===== src/rtl/gate_bist_pkg.sv =====
// Shared types and truth tables for the 2-input gate BIST.
// Truth-table bit index is {a,b}.
package gate_bist_pkg;

    typedef enum logic [1:0] {
        IDLE,
        SETTLE,
        DONE
    } state_t;

    localparam logic [3:0] TT_AND  = 4'b1000;
    localparam logic [3:0] TT_OR   = 4'b1110;
    localparam logic [3:0] TT_XOR  = 4'b0110;
    localparam logic [3:0] TT_NAND = 4'b0111;
    localparam logic [3:0] TT_NOR  = 4'b0001;
    localparam logic [3:0] TT_XNOR = 4'b1001;

endpackage


===== src/rtl/gate_bist_top.sv =====
// Wrapper placing the gate under test beside its BIST controller.
// The gate is a 4-entry LUT so any 2-input function can be modelled.
module gate_bist_top
    import gate_bist_pkg::*;
#(
    parameter int         SETTLE_CYCLES = 2,
    parameter logic [3:0] GATE_TT       = TT_XOR,
    parameter logic [3:0] EXPECTED      = TT_XOR
) (
    input  logic       clk,
    input  logic       rst,
    input  logic       start,
    output logic       busy,
    output logic       done,
    output logic       pass,
    output logic [3:0] result_mask,
    output logic [3:0] fail_mask
);

    logic w_a;
    logic w_b;
    logic w_c;

    assign w_c = GATE_TT[{w_a, w_b}];

    gate_bist_ctrl #(
        .SETTLE_CYCLES (SETTLE_CYCLES),
        .EXPECTED      (EXPECTED)
    ) u_ctrl (
        .clk         (clk),
        .rst         (rst),
        .start       (start),
        .c           (w_c),
        .a           (w_a),
        .b           (w_b),
        .busy        (busy),
        .done        (done),
        .pass        (pass),
        .result_mask (result_mask),
        .fail_mask   (fail_mask)
    );

endmodule


===== src/rtl/gate_bist_ctrl.sv =====
// BIST sequencer: walks {a,b} through 00..11, holds each
// vector SETTLE_CYCLES clocks, samples c and checks it.
module gate_bist_ctrl
    import gate_bist_pkg::*;
#(
    parameter int         SETTLE_CYCLES = 2,
    parameter logic [3:0] EXPECTED      = TT_XOR
) (
    input  logic       clk,
    input  logic       rst,
    input  logic       start,
    input  logic       c,
    output logic       a,
    output logic       b,
    output logic       busy,
    output logic       done,
    output logic       pass,
    output logic [3:0] result_mask,
    output logic [3:0] fail_mask
);

    localparam int             CW       = $clog2(SETTLE_CYCLES + 1);
    localparam logic [CW-1:0]  CNT_INIT = CW'(SETTLE_CYCLES - 1);

    state_t        r_state;
    logic [1:0]    r_vec;
    logic [CW-1:0] r_cnt;
    logic          r_a;
    logic          r_b;
    logic          r_busy;
    logic          r_done;
    logic          r_pass;
    logic [3:0]    r_result;
    logic [3:0]    r_fail;

    logic [3:0]    w_fail_next;
    logic [1:0]    w_vec_inc;

    // Fail mask including the sample taken this cycle, so pass sees it.
    always_comb begin
        w_fail_next        = r_fail;
        w_fail_next[r_vec] = c ^ EXPECTED[r_vec];
    end

    assign w_vec_inc = r_vec + 2'd1;

    // Sequencer FSM with settle counter and registered outputs.
    always_ff @(posedge clk) begin
        if (rst) begin
            r_state  <= IDLE;
            r_vec    <= '0;
            r_cnt    <= '0;
            r_a      <= 1'b0;
            r_b      <= 1'b0;
            r_busy   <= 1'b0;
            r_done   <= 1'b0;
            r_pass   <= 1'b0;
            r_result <= '0;
            r_fail   <= '0;
        end else begin
            unique case (r_state)
                IDLE: begin
                    r_a    <= 1'b0;
                    r_b    <= 1'b0;
                    r_busy <= 1'b0;
                    r_done <= 1'b0;
                    if (start) begin
                        r_vec    <= '0;
                        r_cnt    <= CNT_INIT;
                        r_result <= '0;
                        r_fail   <= '0;
                        r_pass   <= 1'b0;
                        r_busy   <= 1'b1;
                        r_state  <= SETTLE;
                    end
                end
                SETTLE: begin
                    if (r_cnt != '0) begin
                        r_cnt <= r_cnt - 1'b1;
                    end else begin
                        r_result[r_vec] <= c;
                        r_fail          <= w_fail_next;
                        if (r_vec == 2'd3) begin
                            r_busy  <= 1'b0;
                            r_done  <= 1'b1;
                            r_pass  <= (w_fail_next == 4'b0000);
                            r_a     <= 1'b0;
                            r_b     <= 1'b0;
                            r_state <= DONE;
                        end else begin
                            r_vec <= w_vec_inc;
                            r_cnt <= CNT_INIT;
                            r_a   <= w_vec_inc[1];
                            r_b   <= w_vec_inc[0];
                        end
                    end
                end
                DONE: begin
                    r_done  <= 1'b0;
                    r_state <= IDLE;
                end
                default: begin
                    r_state <= IDLE;
                end
            endcase
        end
    end

    assign a           = r_a;
    assign b           = r_b;
    assign busy        = r_busy;
    assign done        = r_done;
    assign pass        = r_pass;
    assign result_mask = r_result;
    assign fail_mask   = r_fail;

endmodule


===== config.mk =====
export PLATFORM = sky130hd
export DESIGN_NAME = gate_bist_top
export DESIGN_NICKNAME = d
export VERILOG_FILES = /design/src/rtl/gate_bist_pkg.sv /design/src/rtl/gate_bist_top.sv /design/src/rtl/gate_bist_ctrl.sv
export SDC_FILE = /design/constraint.sdc
export NUM_CORES = 1
export LEC_CHECK = 0
export CORE_ASPECT_RATIO = 0.9
export CORE_MARGIN = 2
export CORE_UTILIZATION = 52
export CTS_CLUSTER_DIAMETER = 150
export DETAILED_ROUTE_END_ITERATION = 16
export PLACE_DENSITY = 0.76
export SLEW_MARGIN = 10
export SYNTH_ARGS = -nofsm -noshare
export SYNTH_HDL_FRONTEND = slang
export SYNTH_SLANG_ARGS = --single-unit
export TNS_END_PERCENT = 10

===== constraint.sdc =====
create_clock -name clk -period 1.92 [get_ports clk]
set_clock_uncertainty 0.1 [all_clocks]
set_input_delay 0.48 -clock clk [delete_from_list [all_inputs] [get_ports clk]]
set_output_delay 0.48 -clock clk [all_outputs]
set_load 0.02 [all_outputs]

* After elaboration in Yosys (flattened, before gate mapping) *
Cells that the tools add are included.

storage, ports and cells
  bits of input ports = 3
  logic and storage cells = 80
  output and inout port bits = 11
  bits in registers = 19

operators by class
  equality and inequality tests = 8
  multiplexer cells = 41
  $lt $le $gt $ge = 3
  reductions and logical operators = 15
  bitwise logic cells = 1
  add/subtract/negate cells = 2

operator list
  cell                                                  number
  two-way mux 2 bit                                     8
  case mux 4 bit (2 select lines)                       2
  two-way mux 1 bit                                     15
  AND reduction 3 bit                                   5
  two-way mux 4 bit                                     3
  case mux 2 bit (2 select lines)                       3
  case mux 1 bit (2 select lines)                       5
  bitwise mux 4 bit                                     2
  AND reduction 4 bit                                   2
  < comparator 2 x 3 -> 1 bit (second input constant)   2
  != test 2 bit (second input constant)                 3
  nonzero test 2 bit                                    3
  binary-select mux 1 bit (select 2 bit)                2
  equality test 2 bit (second input constant)           2
  zero test 4 bit                                       1
  != test 3 x 2 -> 1 bit (second input constant)        1
  adder 2 x 1 -> 2 bit (second input constant)          1
  demux 1 bit (select 2 bit)                            1
  equality test 2 x 1 -> 1 bit (second input constant)  1
  >= comparator 2 x 1 -> 1 bit (second input constant)  1
  zero test 2 bit                                       1
  != test 2 x 1 -> 1 bit (second input constant)        1
  AND reduction 2 bit                                   1
  OR reduction 2 bit                                    1
  other kinds (3)                                       3

* Depth between registers and ports, before layout *
Gate-level depths: netlist of run 1.

  depth after elaboration = 9
  gate-level depth with buffers = 5
  mapped depth without buffers = 5

* Modules after synthesis *
A second synthesis of run 1 with hierarchy kept.

second synthesis, totals
  cell total of the unflattened synthesis = 111
  area total of the unflattened synthesis = 979.7 um^2

modules (own cells, without submodules)
  module          instances  cells an instance  area an instance (um^2)  sequential area each (um^2)
  gate_bist_ctrl  1          110                970.9                    380.4
  gate_bist_top   1          1                  8.8                      0.0

* Least setup slack after synthesis of run 1 *
No wires, ideal clock.

  path type = reg2reg
  start = reg u_ctrl.r_vec[0]
  end = reg u_ctrl.r_vec[0]
  data required time = 1.686 ns
  data arrival time = 1.439 ns
  setup time = 0.134 ns
  setup slack = 0.247 ns
  path buffers = 0
  period minus slack after synthesis = 1.673 ns
  cell stages (with the launch flop) = 5
  path through = dfxtp_1 -> ha_1 -> or4b_2 -> a21oi_1 -> a211oi_1

between the ends
  word-level cells in the longest chain between the ends = 4
  elaborated cells on any way between the ends = 7
  those cells by class = add/sub: 1; eq/ne: 2; mux: 3; reduce/logical: 1

ends and longest elaborated chain
  item                             RTL line              RTL
  from (decl)                      gate_bist_ctrl.sv:26  logic [1:0] r_vec;
  from (signal assigned)           gate_bist_ctrl.sv:91  r_vec <= w_vec_inc;
  adder 2 x 1 -> 2 bit             gate_bist_ctrl.sv:45  assign w_vec_inc = r_vec + 2'd1;
  two-way mux 2 bit                gate_bist_ctrl.sv:83  if (r_vec == 2'd3) begin
  two-way mux 2 bit                gate_bist_ctrl.sv:78  if (r_cnt != '0) begin
  case mux 2 bit (2 select lines)  gate_bist_ctrl.sv:61  unique case (r_state)

Several ways; a longest one is shown, not always the timed one. The select of a mux whose other input is x is not followed.
A chain may end at the register's enable or synchronous reset.

* Worst setup path in the final report of run 1 *
  start = reg u_ctrl.r_fail[1] (netlist: u_ctrl.fail_mask[1])
  end = out fail_mask[1]

RTL lines
  item                    RTL line              RTL
  from (decl)             gate_bist_ctrl.sv:34  logic [3:0] r_fail;
  from (signal assigned)  gate_bist_ctrl.sv:82  r_fail <= w_fail_next;
  to (decl)               gate_bist_top.sv:17   output logic [3:0] fail_mask

No word-level cell between the ends.

==> results of run 1 <==
==> through the flow <==
step           setup TNS, ps  instances  setup WS (ps)  instance area [um2]  power, uW
4_1_cts                    0        154           61.9                 1220        786
6_report                   0        154           61.5                 1220        783
2_1_floorplan              0        106            247                  963        528
5_1_grt                    0        154           16.9                 1220        816
3_3_place_gp            -176        150           -112                 1200        583
3_5_place_dp            -450        150           -157                 1200        588
==> sequential cells by signal (all words and copies together) (netlist names) <==
signal,flops
u_ctrl.r_state,2
u_ctrl.r_cnt,2
u_ctrl.r_vec,2
u_ctrl.done,1
u_ctrl.a,1
u_ctrl.pass,1
u_ctrl.result_mask,4
u_ctrl.fail_mask,4
u_ctrl.busy,1
u_ctrl.b,1
==> worst min-delay path by stage <==
| stage | endpoint | cells after the start |
|---|---|---|
| 3_5_place_dp | u_ctrl.result_mask[0] | 2 |
| 5_1_grt | u_ctrl.result_mask[0] | 2 |
| 2_1_floorplan | u_ctrl.b | 2 |
| 3_3_place_gp | u_ctrl.result_mask[0] | 2 |
| 4_1_cts | u_ctrl.result_mask[0] | 2 |
| 6_report | u_ctrl.result_mask[0] | 2 |
==> tightest hold or removal path: cells and delay by family (launching register included) <==
family                 cells  cell delay (ps)
flip-flops                 1              330
buffers and inverters      1               50
AO/OA/AOI/OAI              1               50
==> synthesized netlist by cell type <==
library cell,instances
nor3b_1,1
o21ai_0,5
o32ai_1,4
nor3b_2,1
buf_2,1
ha_1,4
or3b_2,1
a311oi_1,1
clkbuf_1,5
a21oi_1,10
nor4b_2,1
mux2i_1,2
o2111a_1,1
o21bai_1,1
inv_1,10
nor2b_1,3
nand4_1,1
or4b_1,1
a31oi_1,1
nand3_1,5
a2111oi_0,2
o31ai_1,2
dfxtp_1,19
nor4b_1,1
a211oi_1,1
or4b_2,1
nor2_1,3
a41o_1,1
nand2_1,5
a311o_1,2
o211ai_1,2
xor2_1,1
mux2_1,2
nand2b_1,1
o21a_1,2
xnor2_1,2
==> cell families (layout without fill, tap and decap cells) <==
group	after synthesis	in the layout	share of synthesized area [%]
AOI/OAI and AO/OA	35	35	25.3
xor gates and xnor gates	3	3	2.73
adders and majority gates	4	4	5.20
buffers and inverters	16	40	6.36
DFF	19	19	39.5
muxes	4	4	4.42
and+or+nand+nor	25	25	16.5
==> routing by layer <==
| metal | track usage [%] | up-vias | routed length [um] |
|---|---|---|---|
| met5 | 0 | - | 0 |
| met4 | 3.33 | 0 | 11 |
| met3 | 5.96 | 2 | 78 |
| met2 | 41.4 | 22 | 1060 |
| met1 | 30.8 | 422 | 1090 |
| li1 | - | 439 | - |
==> area by class of cell <==
cell class,instances,area [um2]
Clock buffer,3,22.5
Clock inverter,1,5.00
Fill cell,137,474
Inverter,10,37.5
Multi-Input combinational cell,71,522
Sequential cell,19,380
Tap cell,24,30.0
Timing Repair Buffer,26,228
==> power by group <==
group	leakage, uW	switching [uW]	internal, uW
clock	0.0000177	125	77.6
sequential	0.000154	9.52	408
combinational	0.000287	89.5	73.6
==> metrics.md, run 1 <==
| Metric | Value |
|---|---|
| Mapped Nets | 113 |
| Hold crit path type | reg2reg |
| Initial core utilization | 56.7% |
| Residual DRC | 0 |
| Pwr per Cell Area | 639 nW/um2 |
| Initial antenna violation count | 0 |
| Max stage delay on crit path | 610 ps |
| Full die area | 2210 um2 |
| Max_cap viols | 0 |
| Commonest non-fill, non-tap cell in the layout | dfxtp_1 |
| Clk_lat worst skew | 300 ps |
| Pre-Repair DR Iteration Count | 4 |
| RSZ-0062 raised after global routing | no |
| Post-cts sizing count | 0 |
| Wire per inst | 14.6 um |
| Worst-Margin Slew | 474 ps |
| Synth cell types | 36 |
| WS Path Type | reg2out |
| Required time of the worst setup path | 1340 ps |
| Row count | 14 |
| Setup crit start kind | register |
| GRT overflow | 0 |
| CP max-delay cell | clkdlybuf4s50_1 |
| Fin crit share | 96.8% |
| Crit Path Max Fanout | 3 |
| Nets | 138 |
| Die width | 49.4 um |
| Critical Path Sink Type | primary output |
| F_max | 538 MHz |
| Crit path time final | 1860 ps |
| Static leakage | 0.000459 uW |
| Sequential area share after synthesis | 39.5% |
| TritonCTS buffer count | 3 |
| Max IR drop VDD | 607 uV |
| Crit path buf inv count | 1 |
| Crit path from | u_ctrl.fail_mask[1] |
| WP data arrival | 1280 ps |
| Chip height | 44.8 um |
| Mapped cell area | 963 um2 |
| GRT Overall Usage | 23.6% |
| Synth Instances | 106 |
| Ranking of synthesized cells by area | dfxtp_1, a21oi_1, ha_1 |
| Number of cells on the critical path | 1 |
| Vias in the first global route | 851 |
| Post-CTS Setup Inserts | 0 |
| RR Startpoint | u_ctrl.r_state[1] |
| 1st-iter DRT viols | 27 |
| Yosys warning count | 0 |
| R2R setup slack | 90 ps |
| Number of I/O pins | 14 |
| R2R Path End | u_ctrl.fail_mask[1] |
| CP cell instances | clkdlybuf4s50_1 |
| Via-to-Cell Ratio | 5.75 |
| Largest net degree at the start of global routing | 17 |
| Outcome | finished, final reports clean |
| Hold path start | u_ctrl.result_mask[0] |
| #FFs+latches synth | 19 |
| Normalized max-slew margin | 68.2% |
| WL final | 2.24 mm |
| Clk sinks | 19 |
| CTS clk-pin slew, worst paths | 110 ps |
| H-Tree Level Count | 1 |
| Final ANT Viol Nets | 0 |
| Fin. Hold Viols | 0 |
| Most frequent cells in the layout | dfxtp_1, clkdlybuf4s50_1, buf_4, inv_1, a21oi_1 |
| Layout Area Growth over Synthesis | 27.1% |
| Final slew viol count | 0 |
| Hpwl dp | 1.70 mm |
| Global-route wire length before repair | 3.95 mm |
| Buffers on Ports | 13 |
| Final setup viols | 0 |
| Largest delay share family, worst path | buffers and inverters |
| Final core utilization | 72.1% |
| Largest area contributor in the netlist | dfxtp_1 |
| Hold Worst Slack | 366 ps |
| Synth top area share | 39.5% |
| Reg2reg path depth | 3 |
| Layout cells sized above 1 | 16.2% |
| Clk root buf | clkbuf_4 |
| Diode count | 0 |
| Critical Path End | fail_mask[1] |
| Synthesized area per cell | 9.09 um2 |
| TritonCTS clock tree | yes |
| Core area | 1700 um2 |
| Hold-fix buffers at CTS | 0 |
| DR vias | 885 |
| Clock Path Buffers | 2 |
| Final Wtd Congestion | 0.836 |
Note: power is estimated with default switching activity, not from simulation.
==> inputs of run 2 (changes only) <==
CORE_UTILIZATION = 50   (was 52)
CTS_CLUSTER_SIZE = 10   (was default)
PLACE_DENSITY = 0.73   (was 0.76)
==> metrics.md, run 2 (synthesis results as in run 1) <==
| Metric | Value |
|---|---|
| Max IR drop VDD | 443 uV (-27%) |
| WP data arrival | 1270 ps (about the same) |
| GRT Overall Usage | 22.0% (-1.6 points) |
| CP max-delay cell | clkdlybuf4s50_1 |
| Static leakage | 0.000496 uW (+8.0%) |
| GRT overflow | 0 (unchanged) |
| Wire per inst | 14.4 um (-1.0%) |
| Worst slack at placement | -140 ps (+17.6 ps) |
| Overall power | 792 uW (+1.1%) |
| 1st-iter DRT viols | 27 (unchanged) |
| Crit path buf inv count | 1 (unchanged) |
| WS Path Type | reg2out |
| RSZ-0062 raised after global routing | no |
| Critical Path Sink Type | primary output |
| Layout Area Growth over Synthesis | 27.8% |
| Most frequent cells in the layout | dfxtp_1, buf_4, clkdlybuf4s50_1, inv_1, a21oi_1 |
| TritonCTS buffer count | 3 (unchanged) |
| Required time of the worst setup path | 1340 ps (about the same) |
| Fin crit share | 96.2% (-0.56 points) |
| Hold crit path type | reg2reg |
| Fin. Hold Viols | 0 (unchanged) |
| Final slew viol count | 0 (unchanged) |
| Largest net degree at the start of global routing | 17 (unchanged) |
| Final core utilization | 66.3% (-5.8 points) |
| Clk_lat worst skew | 300 ps (about the same) |
| Layout cells sized above 1 | 16.2% (unchanged) |
| Largest delay share family, worst path | buffers and inverters |
| Crit Path Max Fanout | 3 (unchanged) |
| CP cell instances | clkdlybuf4s50_1 |
| Global-route wire length before repair | 3.68 mm (-6.8%) |
| Residual DRC | 0 (unchanged) |
| Initial antenna violation count | 0 (unchanged) |
| Normalized max-slew margin | 70.3% (+2.2 points) |
| Pwr per Cell Area | 643 nW/um2 (+0.56%) |
| Hold-fix buffers at CTS | 0 (unchanged) |
| Diode count | 0 (unchanged) |
| F_max | 541 MHz (+0.58%) |
| Vias in the first global route | 782 (-8.1%) |
| Clk sinks | 19 (unchanged) |
| Nets | 138 (unchanged) |
| Clock Path Buffers | 2 (unchanged) |
| Hpwl dp | 1.65 mm (-3.1%) |
| Worst-Margin Slew | 434 ps (-40.4 ps) |
| Buffers on Ports | 13 (unchanged) |
| Crit path from | u_ctrl.fail_mask[0] |
| Outcome | finished, final reports clean |
| Worst Setup Slack, final | 72.2 ps (+10.8 ps) |
| Hold path start | u_ctrl.result_mask[1] |
| Crit path time final | 1850 ps (-10.8 ps) |
| TritonCTS clock tree | yes |
| Via-to-Cell Ratio | 5.54 (-3.6%) |
| Full die area | 2290 um2 (+3.7%) |
| RR Startpoint | u_ctrl.r_vec[0] |
| Row count | 15 (+1) |
| Fillers | 144 (+5.1%) |
| DR vias | 859 (-2.9%) |
| Final ANT Viol Nets | 0 (unchanged) |
| Core area | 1860 um2 (+9.4%) |
| Commonest non-fill, non-tap cell in the layout | dfxtp_1 |
| Max_cap viols | 0 (unchanged) |
| Pre-Repair DR Iteration Count | 4 (unchanged) |
| Max stage delay on crit path | 600 ps (about the same) |
| Chip height | 45.6 um (+1.8%) |
| Setup crit start kind | register |
| H-Tree Level Count | 1 (unchanged) |
| Number of I/O pins | 14 (unchanged) |
| Initial core utilization | 51.9% (-4.8 points) |
| WL final | 2.23 mm (-0.40%) |
| Clk root buf | clkbuf_4 |
| Final setup viols | 0 (unchanged) |
| Die width | 50.3 um (+1.8%) |
| CTS clk-pin slew, worst paths | 120 ps (about the same) |
| Final Wtd Congestion | 0.824 (-1.5%) |
==> run 2: worst paths after layout <==
check                                to  slack (ps)  cells past startpoint
setup / recovery           fail_mask[0]          70                      1
hold / removal    u_ctrl.result_mask[1]         350                      2
setup reg to reg        u_ctrl.r_vec[0]         150                      4
hold reg to reg   u_ctrl.result_mask[1]         350                      2
==> run 2: what timing repair did <==
| item | in CTS | in global routing |
|---|---|---|
| endpoints found under the setup margin | 0 | 2 |
| endpoints found under the hold margin | 0 | 0 |
| setup buffers | 0 | 0 |
| gates resized for setup | 0 | 2 |
==> run 2: per-stage QoR <==
step	instance area, um2	instances	setup TNS (ps)	hold slack (ps)
finish	1230	155	0	354
global route	1230	155	0	382
CTS	1230	155	0	357
detailed placement	1200	151	-285	341
global placement	1200	151	-130	330
floorplan	963	106	0	391
==> run 2: where the power goes <==
part | internal, uW | switching [uW] | total (uW) | leakage, uW
combinational | 77.1 | 89.2 | 166 | 0.000324
clock | 77.7 | 130 | 207 | 0.0000177
sequential | 408 | 9.81 | 418 | 0.000154
==> run 2: area by class of cell <==
type                            count  area, um2  share of cell area, %
Clock inverter                      1       5.00                  0.407
Inverter                           10       37.5                   3.05
Sequential cell                    19        380                   30.9
Clock buffer                        3       22.5                   1.83
Tap cell                           25       31.3                   2.54
Multi-Input combinational cell     71        522                   42.4
Timing Repair Buffer               26        233                   18.9
==> run 2: per-layer routing <==
| metal | GRT usage, % | wire [um] | vias up | share of wire [%] |
|---|---|---|---|---|
| met5 | 0 | 0 | - | 0 |
| met4 | 10.0 | 39 | 0 | 1.7 |
| met3 | 2.96 | 101 | 4 | 4.5 |
| met2 | 36.1 | 1050 | 21 | 47 |
| met1 | 29.4 | 1040 | 396 | 47 |
| li1 | - | - | 438 | - |
